===== src/rtl/store_write_buffer_if.sv =====
// Bus bundle for the store write buffer: M-stage store requests, the drain
// handshake to data memory, and the load-address hazard probe.
interface store_write_buffer_if;
   logic        st_valid;
   logic [1:0]  st_op;
   logic [31:0] st_addr;
   logic [31:0] st_data;
   logic        st_ready;
   logic        st_misalign;
   logic        mem_req;
   logic [31:0] mem_addr;
   logic [3:0]  mem_byteen;
   logic [31:0] mem_wdata;
   logic        mem_ack;
   logic        ld_check_valid;
   logic [31:0] ld_check_addr;
   logic        ld_conflict;
   logic        empty;

   modport slave (
      input  st_valid, st_op, st_addr, st_data, mem_ack, ld_check_valid, ld_check_addr,
      output st_ready, st_misalign, mem_req, mem_addr, mem_byteen, mem_wdata,
             ld_conflict, empty
   );

   modport master (
      output st_valid, st_op, st_addr, st_data, mem_ack, ld_check_valid, ld_check_addr,
      input  st_ready, st_misalign, mem_req, mem_addr, mem_byteen, mem_wdata,
             ld_conflict, empty
   );
endinterface


===== src/rtl/store_write_buffer.sv =====
// Store write buffer: encodes sw/sh/sb into byte enables and lane-aligned data,
// queues legal stores in a FIFO drained over req/ack, and flags load hazards.
module store_write_buffer #(
   parameter int DEPTH = 2
) (
   input  logic             clk,
   input  logic             reset,
   store_write_buffer_if.slave bus
);
   localparam int PW = $clog2(DEPTH);
   localparam int CW = PW + 1;
   localparam logic [CW-1:0] DEPTH_C = CW'(DEPTH);

   logic [PW-1:0]    head;
   logic [PW-1:0]    tail;
   logic [CW-1:0]    count;
   logic [DEPTH-1:0] e_valid;
   logic [29:0]      e_addr [DEPTH];
   logic [3:0]       e_be   [DEPTH];
   logic [31:0]      e_data [DEPTH];

   logic [3:0]  enc_be;
   logic [31:0] enc_data;
   logic        enc_bad;
   logic        not_empty;
   logic        push;
   logic        pop;
   logic        hit;
   logic        unused_ld_bits;

   always_comb begin
      enc_be   = 4'b0000;
      enc_data = 32'h0;
      enc_bad  = 1'b0;
      case (bus.st_op)
         2'b00: begin
            enc_be   = 4'b1111;
            enc_data = bus.st_data;
            enc_bad  = (bus.st_addr[1:0] != 2'b00);
         end
         2'b01: begin
            enc_be   = 4'b0001 << bus.st_addr[1:0];
            enc_data = {4{bus.st_data[7:0]}};
         end
         2'b10: begin
            enc_be   = bus.st_addr[1] ? 4'b1100 : 4'b0011;
            enc_data = {2{bus.st_data[15:0]}};
            enc_bad  = bus.st_addr[0];
         end
         default: enc_bad = 1'b1;
      endcase
   end

   assign not_empty       = (count != '0);
   assign bus.st_misalign = bus.st_valid & enc_bad;
   assign bus.st_ready    = (count < DEPTH_C);
   assign bus.empty       = ~not_empty;
   assign bus.mem_req     = not_empty;

   // Full blocks pushes even when the head is popping this same cycle.
   assign push = bus.st_valid & bus.st_ready & ~enc_bad;
   assign pop  = not_empty & bus.mem_ack;

   assign bus.mem_addr   = not_empty ? {e_addr[head], 2'b00} : 32'h0;
   assign bus.mem_byteen = not_empty ? e_be[head] : 4'b0000;
   assign bus.mem_wdata  = not_empty ? e_data[head] : 32'h0;

   always_ff @(posedge clk) begin
      if (reset) begin
         head    <= '0;
         tail    <= '0;
         count   <= '0;
         e_valid <= '0;
      end else begin
         if (push) begin
            tail          <= tail + 1'b1;
            e_valid[tail] <= 1'b1;
         end
         if (pop) begin
            head          <= head + 1'b1;
            e_valid[head] <= 1'b0;
         end
         case ({push, pop})
            2'b10:   count <= count + 1'b1;
            2'b01:   count <= count - 1'b1;
            default: count <= count;
         endcase
      end
   end

   // Payload needs no reset; it is only visible through valid/count.
   always_ff @(posedge clk) begin
      if (push) begin
         e_addr[tail] <= bus.st_addr[31:2];
         e_be[tail]   <= enc_be;
         e_data[tail] <= enc_data;
      end
   end

   // Word-granular compare against buffered entries only, byte enables ignored.
   always_comb begin
      hit = 1'b0;
      for (int i = 0; i < DEPTH; i++) begin
         if (e_valid[i] && (e_addr[i] == bus.ld_check_addr[31:2]))
            hit = 1'b1;
      end
   end

   assign bus.ld_conflict = bus.ld_check_valid & hit;
   assign unused_ld_bits  = ^bus.ld_check_addr[1:0];
endmodule


===== src/flat_wrapper.sv =====
// flat-port wrapper written by rule: the top's interface ports become plain ports
module store_write_buffer_flat 
#(
   parameter int DEPTH = 2
)
  (clk, reset, bus_st_valid, bus_st_op, bus_st_addr, bus_st_data, bus_mem_ack, bus_ld_check_valid, bus_ld_check_addr, bus_st_ready, bus_st_misalign, bus_mem_req, bus_mem_addr, bus_mem_byteen, bus_mem_wdata, bus_ld_conflict, bus_empty);
  store_write_buffer_if bus_i ();
  input  logic clk;
  input  logic reset;
  input wire logic [$bits(bus_i.st_valid)-1:0] bus_st_valid;
  input wire logic [$bits(bus_i.st_op)-1:0] bus_st_op;
  input wire logic [$bits(bus_i.st_addr)-1:0] bus_st_addr;
  input wire logic [$bits(bus_i.st_data)-1:0] bus_st_data;
  input wire logic [$bits(bus_i.mem_ack)-1:0] bus_mem_ack;
  input wire logic [$bits(bus_i.ld_check_valid)-1:0] bus_ld_check_valid;
  input wire logic [$bits(bus_i.ld_check_addr)-1:0] bus_ld_check_addr;
  output wire logic [$bits(bus_i.st_ready)-1:0] bus_st_ready;
  output wire logic [$bits(bus_i.st_misalign)-1:0] bus_st_misalign;
  output wire logic [$bits(bus_i.mem_req)-1:0] bus_mem_req;
  output wire logic [$bits(bus_i.mem_addr)-1:0] bus_mem_addr;
  output wire logic [$bits(bus_i.mem_byteen)-1:0] bus_mem_byteen;
  output wire logic [$bits(bus_i.mem_wdata)-1:0] bus_mem_wdata;
  output wire logic [$bits(bus_i.ld_conflict)-1:0] bus_ld_conflict;
  output wire logic [$bits(bus_i.empty)-1:0] bus_empty;
  assign bus_i.st_valid = bus_st_valid;
  assign bus_i.st_op = bus_st_op;
  assign bus_i.st_addr = bus_st_addr;
  assign bus_i.st_data = bus_st_data;
  assign bus_i.mem_ack = bus_mem_ack;
  assign bus_i.ld_check_valid = bus_ld_check_valid;
  assign bus_i.ld_check_addr = bus_ld_check_addr;
  assign bus_st_ready = bus_i.st_ready;
  assign bus_st_misalign = bus_i.st_misalign;
  assign bus_mem_req = bus_i.mem_req;
  assign bus_mem_addr = bus_i.mem_addr;
  assign bus_mem_byteen = bus_i.mem_byteen;
  assign bus_mem_wdata = bus_i.mem_wdata;
  assign bus_ld_conflict = bus_i.ld_conflict;
  assign bus_empty = bus_i.empty;
  store_write_buffer #(.DEPTH(DEPTH)) u_core (.clk(clk), .reset(reset), .bus(bus_i));
endmodule

===== config.mk =====
export PLATFORM = sky130hd
export DESIGN_NAME = store_write_buffer_flat
export DESIGN_NICKNAME = d
export VERILOG_FILES = /design/src/rtl/store_write_buffer_if.sv /design/src/rtl/store_write_buffer.sv /design/src/flat_wrapper.sv
export SDC_FILE = /design/constraint.sdc
export NUM_CORES = 1
export LEC_CHECK = 0
export BUFFER_PORTS_ARGS = -buffer_cell sky130_fd_sc_hd__buf_4
export CORE_ASPECT_RATIO = 1.4
export CORE_MARGIN = 2
export CORE_UTILIZATION = 40
export CTS_CLUSTER_SIZE = 12
export DETAILED_ROUTE_END_ITERATION = 8
export GPL_TIMING_DRIVEN = 0
export PLACE_DENSITY = 0.71
export RECOVER_POWER = 50
export SKIP_LAST_GASP = 1
export SLEW_MARGIN = 20
export SYNTH_ARGS = -nofsm -noshare
export SYNTH_HDL_FRONTEND = slang
export SYNTH_SLANG_ARGS = --single-unit

===== constraint.sdc =====
create_clock -name clk -period 7.45 [get_ports clk]
set_input_delay 0.3725 -clock clk [delete_from_list [all_inputs] [get_ports clk]]
set_output_delay 0.3725 -clock clk [all_outputs]
set_load 0.01 [all_outputs]

==> impl_metrics.json, run 1 <==
{
  "critical_path_class": "in2reg",
  "ios": 176,
  "drt_iter0_drc": 227,
  "viasPerCell": 4.99,
  "track_usage_pct": 19.4,
  "ys.warnings.count": 0,
  "cts_buffers": 17,
  "ys_ff_latch": 139,
  "final_common_cell": "buf_4",
  "cts_setup_buffers": 0,
  "min_path_cells": 1,
  "ctsResizeCount": 0,
  "cp_max_fo": 24,
  "num_rows": 55,
  "p_per_area_mw_per_mm2": 322,
  "grt_pass1_vias": 4831,
  "layout_common_cells": "148 x buf_4, 132 x edfxtp_1, 82 x mux2i_1, 74 x nor2_1, 41 x xnor2_1",
  "rsz0062_at_grt": "no",
  "area_growth_pct": 32.3,
  "crit_start": "bus_st_op[1]",
  "skew_ns": 0.00961,
  "antenna_found_initial": 0,
  "maxCapViolCount": 1,
  "worstReg2RegStart": "u_core.count[1]",
  "rr_endpoint": "u_core.e_addr[1][0]",
  "die_area_sq_mm": 0.0175,
  "finalHoldViolCount": 0,
  "violations": "max-capacitance violations, max-slew violations",
  "nFillCells": 1416,
  "total_power_mw": 2.80,
  "register_area_sq_mm": 0.00410,
  "holdPathEnd": "u_core.e_addr[0][2]",
  "drc": 0,
  "root_buffer": "clkbuf_16",
  "diodes": 0,
  "cp_data_required_time_ns": 7.55,
  "final-setup-viol-count": 0,
  "reg2regPathDepth": 4,
  "cp_common_cell": "clkbuf_1",
  "drive_above_1_share_pct": 29.2,
  "maxSlewViolCount": 22,
  "die_y_um": 156,
  "cts_tree": "built",
  "core_area_sq_mm": 0.0161,
  "end_kind": "flop",
  "die_w_um": 112,
  "totalWireLength_um": 16700,
  "reg2reg_setup_slack_ns": 4.37,
  "worst_setup_path_start_kind": "input port",
  "firstDrtPassIters": 5,
  "crit_arrival_ns": 3.40,
  "clock-sinks": 139,
  "start_util_pct": 40.9,
  "routedWlPerCell_um": 18.4,
  "p_leak_nw": 3.26,
  "cp_cell_sequence": "clkbuf_1 > clkbuf_1 > nand2_1 > o2111ai_1 > nor2_1 > buf_12",
  "fin_ws_ns": 4.15,
  "max-vdd-ir-drop_uv": 143,
  "clock_path_buffers": 2,
  "synth_area_sq_mm": 0.00658,
  "synth_sequential_area_ratio_pct": 62.4,
  "syn_inst": 502,
  "hold_path_startpoint": "bus_st_addr[4]",
  "ant_nets": 0,
  "hp-class": "in2reg",
  "dp_slack_ns": 5.03,
  "run_status": "finished with violations",
  "setup_tns_ns": 0,
  "dp_hpwl_um": 12900,
  "holdBufCountCts": 0,
  "clkTransAtPathRegs_ns": 0.06,
  "routabilityCongestion": 0.879,
  "grt_max_degree": 25,
  "grt_pass1_wl_um": 25800,
  "slew_headroom_pct": -49.9,
  "finalCritPeriodShare_pct": 44.3,
  "h-tree-depth": 4,
  "tightest_slew_ns": 2.24,
  "worst_path_max_delay_cell": "nor2_1",
  "synth.avg_cell_area_sq_um": 13.1,
  "clock_latency_ns": 0.41,
  "fin_crit_ns": 3.30,
  "grt_overflow": 0,
  "multi_input_area_sq_mm": 0.00225,
  "cpPeakStageDelay_ns": 1.75,
  "vias": 4533,
  "port_buffers": 170,
  "nets": 801,
  "max_freq_ghz": 0.303,
  "yosysUniqueCellTypes": 32
}
## worst max path at each step
stage,slack [ns],end
6_report,4.15,u_core.e_addr[1][0]
5_1_grt,3.79,u_core.e_addr[1][15]
4_1_cts,4.87,bus_ld_conflict
3_5_place_dp,5.03,u_core.e_addr[1][8]
3_3_place_gp,1.42,u_core.e_addr[1][1]
2_1_floorplan,3.35,u_core.e_addr[0][0]
## layout make-up
class                           instances  area share [%]
Multi-Input combinational cell        325            25.8
Clock inverter                         13            1.90
Tap cell                              199            2.86
Timing Repair Buffer                  175            15.1
Buffer                                 26            1.67
Sequential cell                       139            47.2
Clock buffer                           19            4.98
Inverter                               13           0.561
## kinds of logic after synthesis
group,synth area share (%)
multiplexers,12.5
XOR/XNOR,8.52
other,0.0570
AO/OA/AOI/OAI,3.77
flip-flops,62.4
adder cells (fa/ha/maj),0.190
AND/OR/NAND/NOR,9.45
buffers and inverters,3.16
## metal layers
metal	track usage [%]	routed length (um)	vias to the layer above
li1	-	-	2184
met1	22.0	6370	2146
met2	35.9	9090	183
met3	3.50	915	20
met4	7.55	354	0
met5	0	0	-
## critical path: cells and delay by family
kind | cells | cell delay [ns]
AOI/OAI and AO/OA | 1 | 0.33
and+or+nand+nor | 2 | 2.06
buffers and inverters | 3 | 0.63
## power breakdown
| part | total, mW | internal (mW) | switching, mW |
|---|---|---|---|
| Clock | 0.862 | 0.530 | 0.332 |
| Sequential | 0.970 | 0.941 | 0.0298 |
| Combinational | 0.970 | 0.439 | 0.531 |
## per-stage QoR
| stage | hold WS (ns) | utilization [%] | std cells | instance area (sq um) |
|---|---|---|---|---|
| floorplan | 0.440 | - | 503 | 6580 |
| global placement | 0.471 | 50.3 | 872 | 8110 |
| finish | 0.166 | 54.0 | 909 | 8700 |
| global route | 0.158 | 54.0 | 909 | 8700 |
| CTS | 0.131 | 55.0 | 909 | 8850 |
| detailed placement | 0.481 | 51.3 | 877 | 8250 |
## sequential cells by signal, indices dropped and copies added, names as in the netlist, named ones only
signal	cells
u_core.e_valid	2
u_core.tail	1
u_core.head	1
u_core.e_data	64
u_core.count	2
u_core.e_be	8
u_core.e_addr	60
## Yosys cell counts (all sizes together)
library cell	instances	area, sq um
a21boi	3	22.5
a21oi	3	18.8
a2bb2o	1	10.0
and2	10	65.1
buf	19	131
clkbuf	7	27.5
conb	1	3.75
dfxtp	7	140
edfxtp	132	3960
ha	1	12.5
inv	13	48.8
mux2i	82	821
nand2	18	70.1
nand2b	1	6.26
nand4	12	75.1
nor2	74	278
nor2b	2	12.5
nor4	8	50.1
o2111ai	1	26.3
o21a	2	15.0
o21ai	31	155
or2	1	8.76
or3	9	56.3
xnor2	41	359
xor2	23	201
Power figures use the tool's default switching activity.
==> run 2, diff against run 1 <==
clock period = 3.25 ns   (was 7.45 ns; I/O delays follow)
==> impl_metrics.json, run 2 (synthesis gave the netlist of run 1 again) <==
{
  "die_area_sq_mm": 0.0175,
  "run_status": "complete, no violations",
  "critical_path_class": "reg2out",
  "clock-sinks": 139,
  "dp_hpwl_um": 12900,
  "viasPerCell": 4.96,
  "core_area_sq_mm": 0.0161,
  "max-vdd-ir-drop_uv": 328,
  "fin_crit_ns": 2.30,
  "cpPeakStageDelay_ns": 0.41,
  "ant_nets": 0,
  "register_area_sq_mm": 0.00410,
  "cp_data_required_time_ns": 3.09,
  "p_leak_nw": 3.42,
  "rsz0062_at_grt": "no",
  "diodes": 0,
  "drc": 0,
  "antenna_found_initial": 0,
  "grt_pass1_wl_um": 26300,
  "finalCritPeriodShare_pct": 70.8,
  "die_y_um": 156,
  "crit_arrival_ns": 2.14,
  "p_per_area_mw_per_mm2": 714,
  "cts_setup_buffers": 0,
  "setup_tns_ns": 0,
  "cp_common_cell": "nand4_1",
  "port_buffers": 170,
  "num_rows": 55,
  "skew_ns": 0.00964,
  "total_power_mw": 6.49,
  "largest_register_ffs": 64,
  "firstDrtPassIters": 5,
  "vias": 4666,
  "slew_headroom_pct": 47.4,
  "root_buffer": "clkbuf_16",
  "totalWireLength_um": 17000,
  "die_w_um": 112,
  "crit_buf_inv": 1,
  "finalHoldViolCount": 0,
  "cts_tree": "built",
  "max_freq_ghz": 0.434,
  "drive_above_1_share_pct": 28.9,
  "grt_max_degree": 25,
  "clock_latency_ns": 0.41,
  "worst_path_max_delay_cell": "edfxtp_1",
  "hp-class": "in2reg",
  "routedWlPerCell_um": 18.1,
  "ios": 176,
  "end_kind": "output pin",
  "tightest_slew_ns": 0.788,
  "nFillCells": 1357,
  "h-tree-depth": 4,
  "maxCapViolCount": 0,
  "holdBufCountCts": 31,
  "regMostFlops": "u_core.e_data",
  "final-setup-viol-count": 0,
  "layout_common_cells": "148 x buf_4, 132 x edfxtp_1, 82 x mux2i_1, 72 x nor2_1, 41 x xnor2_1",
  "nets": 832,
  "multi_input_area_sq_mm": 0.00226,
  "crit_family": "simple AND/OR/NAND/NOR gates",
  "ctsResizeCount": 0,
  "clock_path_buffers": 2,
  "grt_pass1_vias": 4948,
  "grt_overflow": 0,
  "start_util_pct": 40.9,
  "cts_buffers": 17,
  "final_common_cell": "buf_4",
  "maxSlewViolCount": 0,
  "worst_setup_path_start_kind": "flop",
  "reg_top3": "u_core.e_data x64, u_core.e_addr x60, u_core.e_be x8",
  "routabilityCongestion": 0.879,
  "cp_max_fo": 2,
  "cp_cell_sequence": "xnor2_1 > nand4_1 > nor4_1 > nand4_1 > a21boi_1 > buf_4",
  "drt_iter0_drc": 164,
  "reg2reg_setup_slack_ns": 1.06,
  "area_growth_pct": 38.1,
  "clkTransAtPathRegs_ns": 0.06,
  "track_usage_pct": 19.6
}
-- run 2: stage by stage --
stage / setup WS, ns / std cells / utilization (%) / hold slack [ns] / cell area, sq um
2_1_floorplan: -0.668 / 503 / - / 0.232 / 6580
3_3_place_gp: -2.57 / 872 / 50.3 / 0.349 / 8110
3_5_place_dp: 1.04 / 877 / 51.3 / 0.350 / 8250
4_1_cts: 0.875 / 940 / 56.9 / 0.106 / 9160
5_1_grt: 0.811 / 940 / 56.4 / 0.124 / 9080
6_report: 0.948 / 940 / 56.4 / 0.115 / 9080
-- run 2: worst paths after layout --
kind,from,endpoint,cells past startpoint
worst max-delay path,u_core.e_addr[0][2],bus_ld_conflict,6
worst min-delay path,bus_st_data[6],u_core.e_data[1][14],3
worst max register to register,u_core.count[1],u_core.e_addr[1][5],4
worst min register to register,u_core.e_valid[0],u_core.e_valid[0],1
-- run 2: tightest hold or removal path: cells and delay by family --
| family | cells | cell delay, ns |
|---|---|---|
| buffers and inverters | 1 | 0.11 |
| AOI/OAI and AO/OA | 1 | 0.08 |
| and+or+nand+nor | 1 | 0.04 |
-- run 2: layout make-up --
| class | instances | share of cell area, % |
|---|---|---|
| sequential | 139 | 45.2 |
| multi-input combinational | 325 | 24.9 |
| timing repair buffer | 206 | 18.5 |
| clock buffer | 19 | 4.77 |
| tap | 199 | 2.74 |
| clock inverter | 13 | 1.82 |
| buffer | 26 | 1.60 |
| inverter | 13 | 0.537 |
-- run 2: routing by layer --
metal / track usage, % / wire (um)
met5: 0 / 0
met4: 7.08 / 306
met3: 3.73 / 995
met2: 36.5 / 9250
met1: 22.2 / 6460
-- run 2: power breakdown --
part           switching, mW  internal, mW
logic                   1.23          1.05
clock network          0.763          1.21
registers             0.0700          2.15
==> run 3, diff against run 2 <==
PLACE_DENSITY = 0.74   (was 0.71)
clock period = 2.1 ns   (was 3.25 ns; I/O delays follow)
==> impl_metrics.json, run 3 (synthesis gave the netlist of run 1 again) <==
{
  "run_status": "complete, no violations",
  "routedWlPerCell_um": 18.3,
  "firstDrtPassIters": 4,
  "rsz0062_at_grt": "yes",
  "reg2reg_setup_slack_ns": 0.13,
  "cellInternalPower_mw": 6.67,
  "core_area_sq_mm": 0.0161,
  "crit_family": "simple AND/OR/NAND/NOR gates",
  "rr_endpoint": "u_core.e_data[1][3]",
  "maxSlewViolCount": 0,
  "power.share.sequential_pct": 34.6,
  "placedCellCount": 878,
  "drt_iter0_drc": 171,
  "clkPwrFrac_pct": 29.4,
  "total_power_mw": 9.93,
  "cp_data_required_time_ns": 2.00,
  "finalHoldViolCount": 0,
  "final_common_cell": "buf_4",
  "cp_max_fo": 2,
  "holdPathEnd": "u_core.e_data[0][8]",
  "fin_crit_ns": 2.07,
  "clock_path_buffers": 2,
  "fin_ws_ns": 0.0297,
  "ant_nets": 0,
  "p_per_area_mw_per_mm2": 1080,
  "crit_arrival_ns": 1.97,
  "cts_tree": "built",
  "drc": 0,
  "skew_ns": 0.0102,
  "grt_pass1_wl_um": 26200,
  "drive_above_1_share_pct": 30.6,
  "grt_pass1_vias": 4856,
  "largest_register_ffs": 64,
  "max_freq_ghz": 0.483,
  "ios": 176,
  "vias": 4655,
  "fin_cells": 941,
  "end_kind": "output pin",
  "p_leak_nw": 3.45,
  "nets": 833,
  "worstReg2RegStart": "u_core.count[1]",
  "slew_headroom_pct": 51.9,
  "hp-class": "in2reg",
  "cts_buffers": 17,
  "layout_common_cells": "148 x buf_4, 132 x edfxtp_1, 82 x mux2i_1, 72 x nor2_1, 37 x xnor2_1",
  "totalWireLength_um": 17200,
  "diodes": 0,
  "grt_overflow": 0,
  "area_growth_pct": 39.5,
  "max-vdd-ir-drop_uv": 663,
  "sw_frac_of_total_pct": 32.9,
  "start_util_pct": 40.9,
  "critical_path_class": "reg2out",
  "dp_hpwl_um": 13100,
  "die_y_um": 156,
  "placed_area_sq_mm": 0.00829,
  "clock-sinks": 139,
  "die_area_sq_mm": 0.0175,
  "track_usage_pct": 19.8,
  "root_buffer": "clkbuf_16",
  "port_buffers": 170,
  "reg2regPathDepth": 5,
  "maxCapViolCount": 0,
  "dp_slack_ns": -0.0303,
  "viasPerCell": 4.95,
  "tightest_slew_ns": 0.722,
  "routabilityCongestion": 0.894,
  "p_sw_mw": 3.27,
  "clock_latency_ns": 0.41,
  "finalInstanceArea_sq_mm": 0.00918,
  "finalCritPeriodShare_pct": 98.6,
  "crit_buf_inv": 1,
  "grt_max_degree": 24,
  "min_path_cells": 3,
  "reg_top3": "u_core.e_data x64, u_core.e_addr x60, u_core.e_be x8",
  "cp_cell_sequence": "xor2_1 > nor4_1 > nand4_1 > a21boi_1 > buf_4",
  "combPwrFrac_pct": 36.0,
  "antenna_found_initial": 0,
  "die_w_um": 112,
  "final-setup-viol-count": 0,
  "hold_path_startpoint": "bus_st_data[0]",
  "cpPeakStageDelay_ns": 0.46,
  "h-tree-depth": 4,
  "num_rows": 55,
  "worst_path_max_delay_cell": "nor4_1",
  "regMostFlops": "u_core.e_data",
  "worst_setup_path_start_kind": "flop",
  "setup_tns_ns": 0,
  "clkTransAtPathRegs_ns": 0.06
}
[run 3: cell types whose count changed in the layout (fill, tap and decap cells not counted), moves of 2 or more]
cell       previous run  this run
xnor2_2               0         4
nor4_1                8         3
bufinv_16             3         1
buf_16                4         6
clkinv_4              0         4
xnor2_1              41        37
nor4_2                0         5
clkbuf_1             22        20
[run 3: power by group through the flow]
stage	Combinational (mW)	Sequential [mW]	Clock, mW
CTS	3.68	3.44	2.98
global route	3.88	3.46	3.08
finish	3.57	3.44	2.92
floorplan	1.90	3.48	0
global placement	3.51	3.50	0
detailed placement	3.61	3.50	0
[run 3: layout make-up]
cell class,instances,area [sq um]
Fill cell,1349,6930
Sequential cell,139,4100
Multi-Input combinational cell,325,2340
Timing Repair Buffer,207,1710
Clock buffer,18,439
Tap cell,199,249
Buffer,26,145
Clock inverter,14,136
Inverter,13,48.8
[run 3: how the worst max path moves through the flow]
stage                                   start                   end  slack, ns  depth (start not counted)
after global routing      u_core.e_addr[1][9]       bus_ld_conflict       -0.1                          5
after CTS                 u_core.e_addr[0][2]       bus_ld_conflict      -0.04                          6
final                     u_core.e_addr[1][9]       bus_ld_conflict       0.03                          5
after global placement           bus_st_op[1]  u_core.e_data[0][20]      -1.88                          5
after detailed placement         bus_st_op[1]  u_core.e_data[1][22]      -0.03                          7
after floorplan               u_core.count[1]   u_core.e_addr[1][0]      -0.70                          3
[run 3: per-stage QoR]
| stage | util, % | hold WS [ns] |
|---|---|---|
| final | 57.0 | 0.0576 |
| after detailed placement | 51.5 | 0.294 |
| after global routing | 57.0 | 0.0622 |
| after CTS | 57.1 | 0.0309 |
| after global placement | 50.4 | 0.291 |
| after floorplan | - | 0.174 |
[run 3: repair_timing]
item,4_1_cts,5_1_grt
hold buffers,31,0
endpoints found under the hold margin,67,0
gates resized for setup,2,7
buffers inserted,0,0
setup endpoints to repair,1,1
pin swaps,1,8
[run 3: routing by layer]
metal / share of wire [%] / vias up / routed length, um / global-route usage, %
met5: 0 / - / 0 / 0
met4: 2.3 / 0 / 391 / 7.96
met3: 5.6 / 19 / 954 / 3.77
met2: 54 / 173 / 9270 / 36.6
met1: 38 / 2209 / 6560 / 22.4
li1: - / 2254 / - / -
[run 3: worst reg2reg max path, cell delays in order (launching register included)]
cell and delay [ns]:
dfxtp_1 0.34, inv_1 0.15, o2111ai_4 0.22, nor2_4 0.53, buf_16 0.23, buf_16 0.18
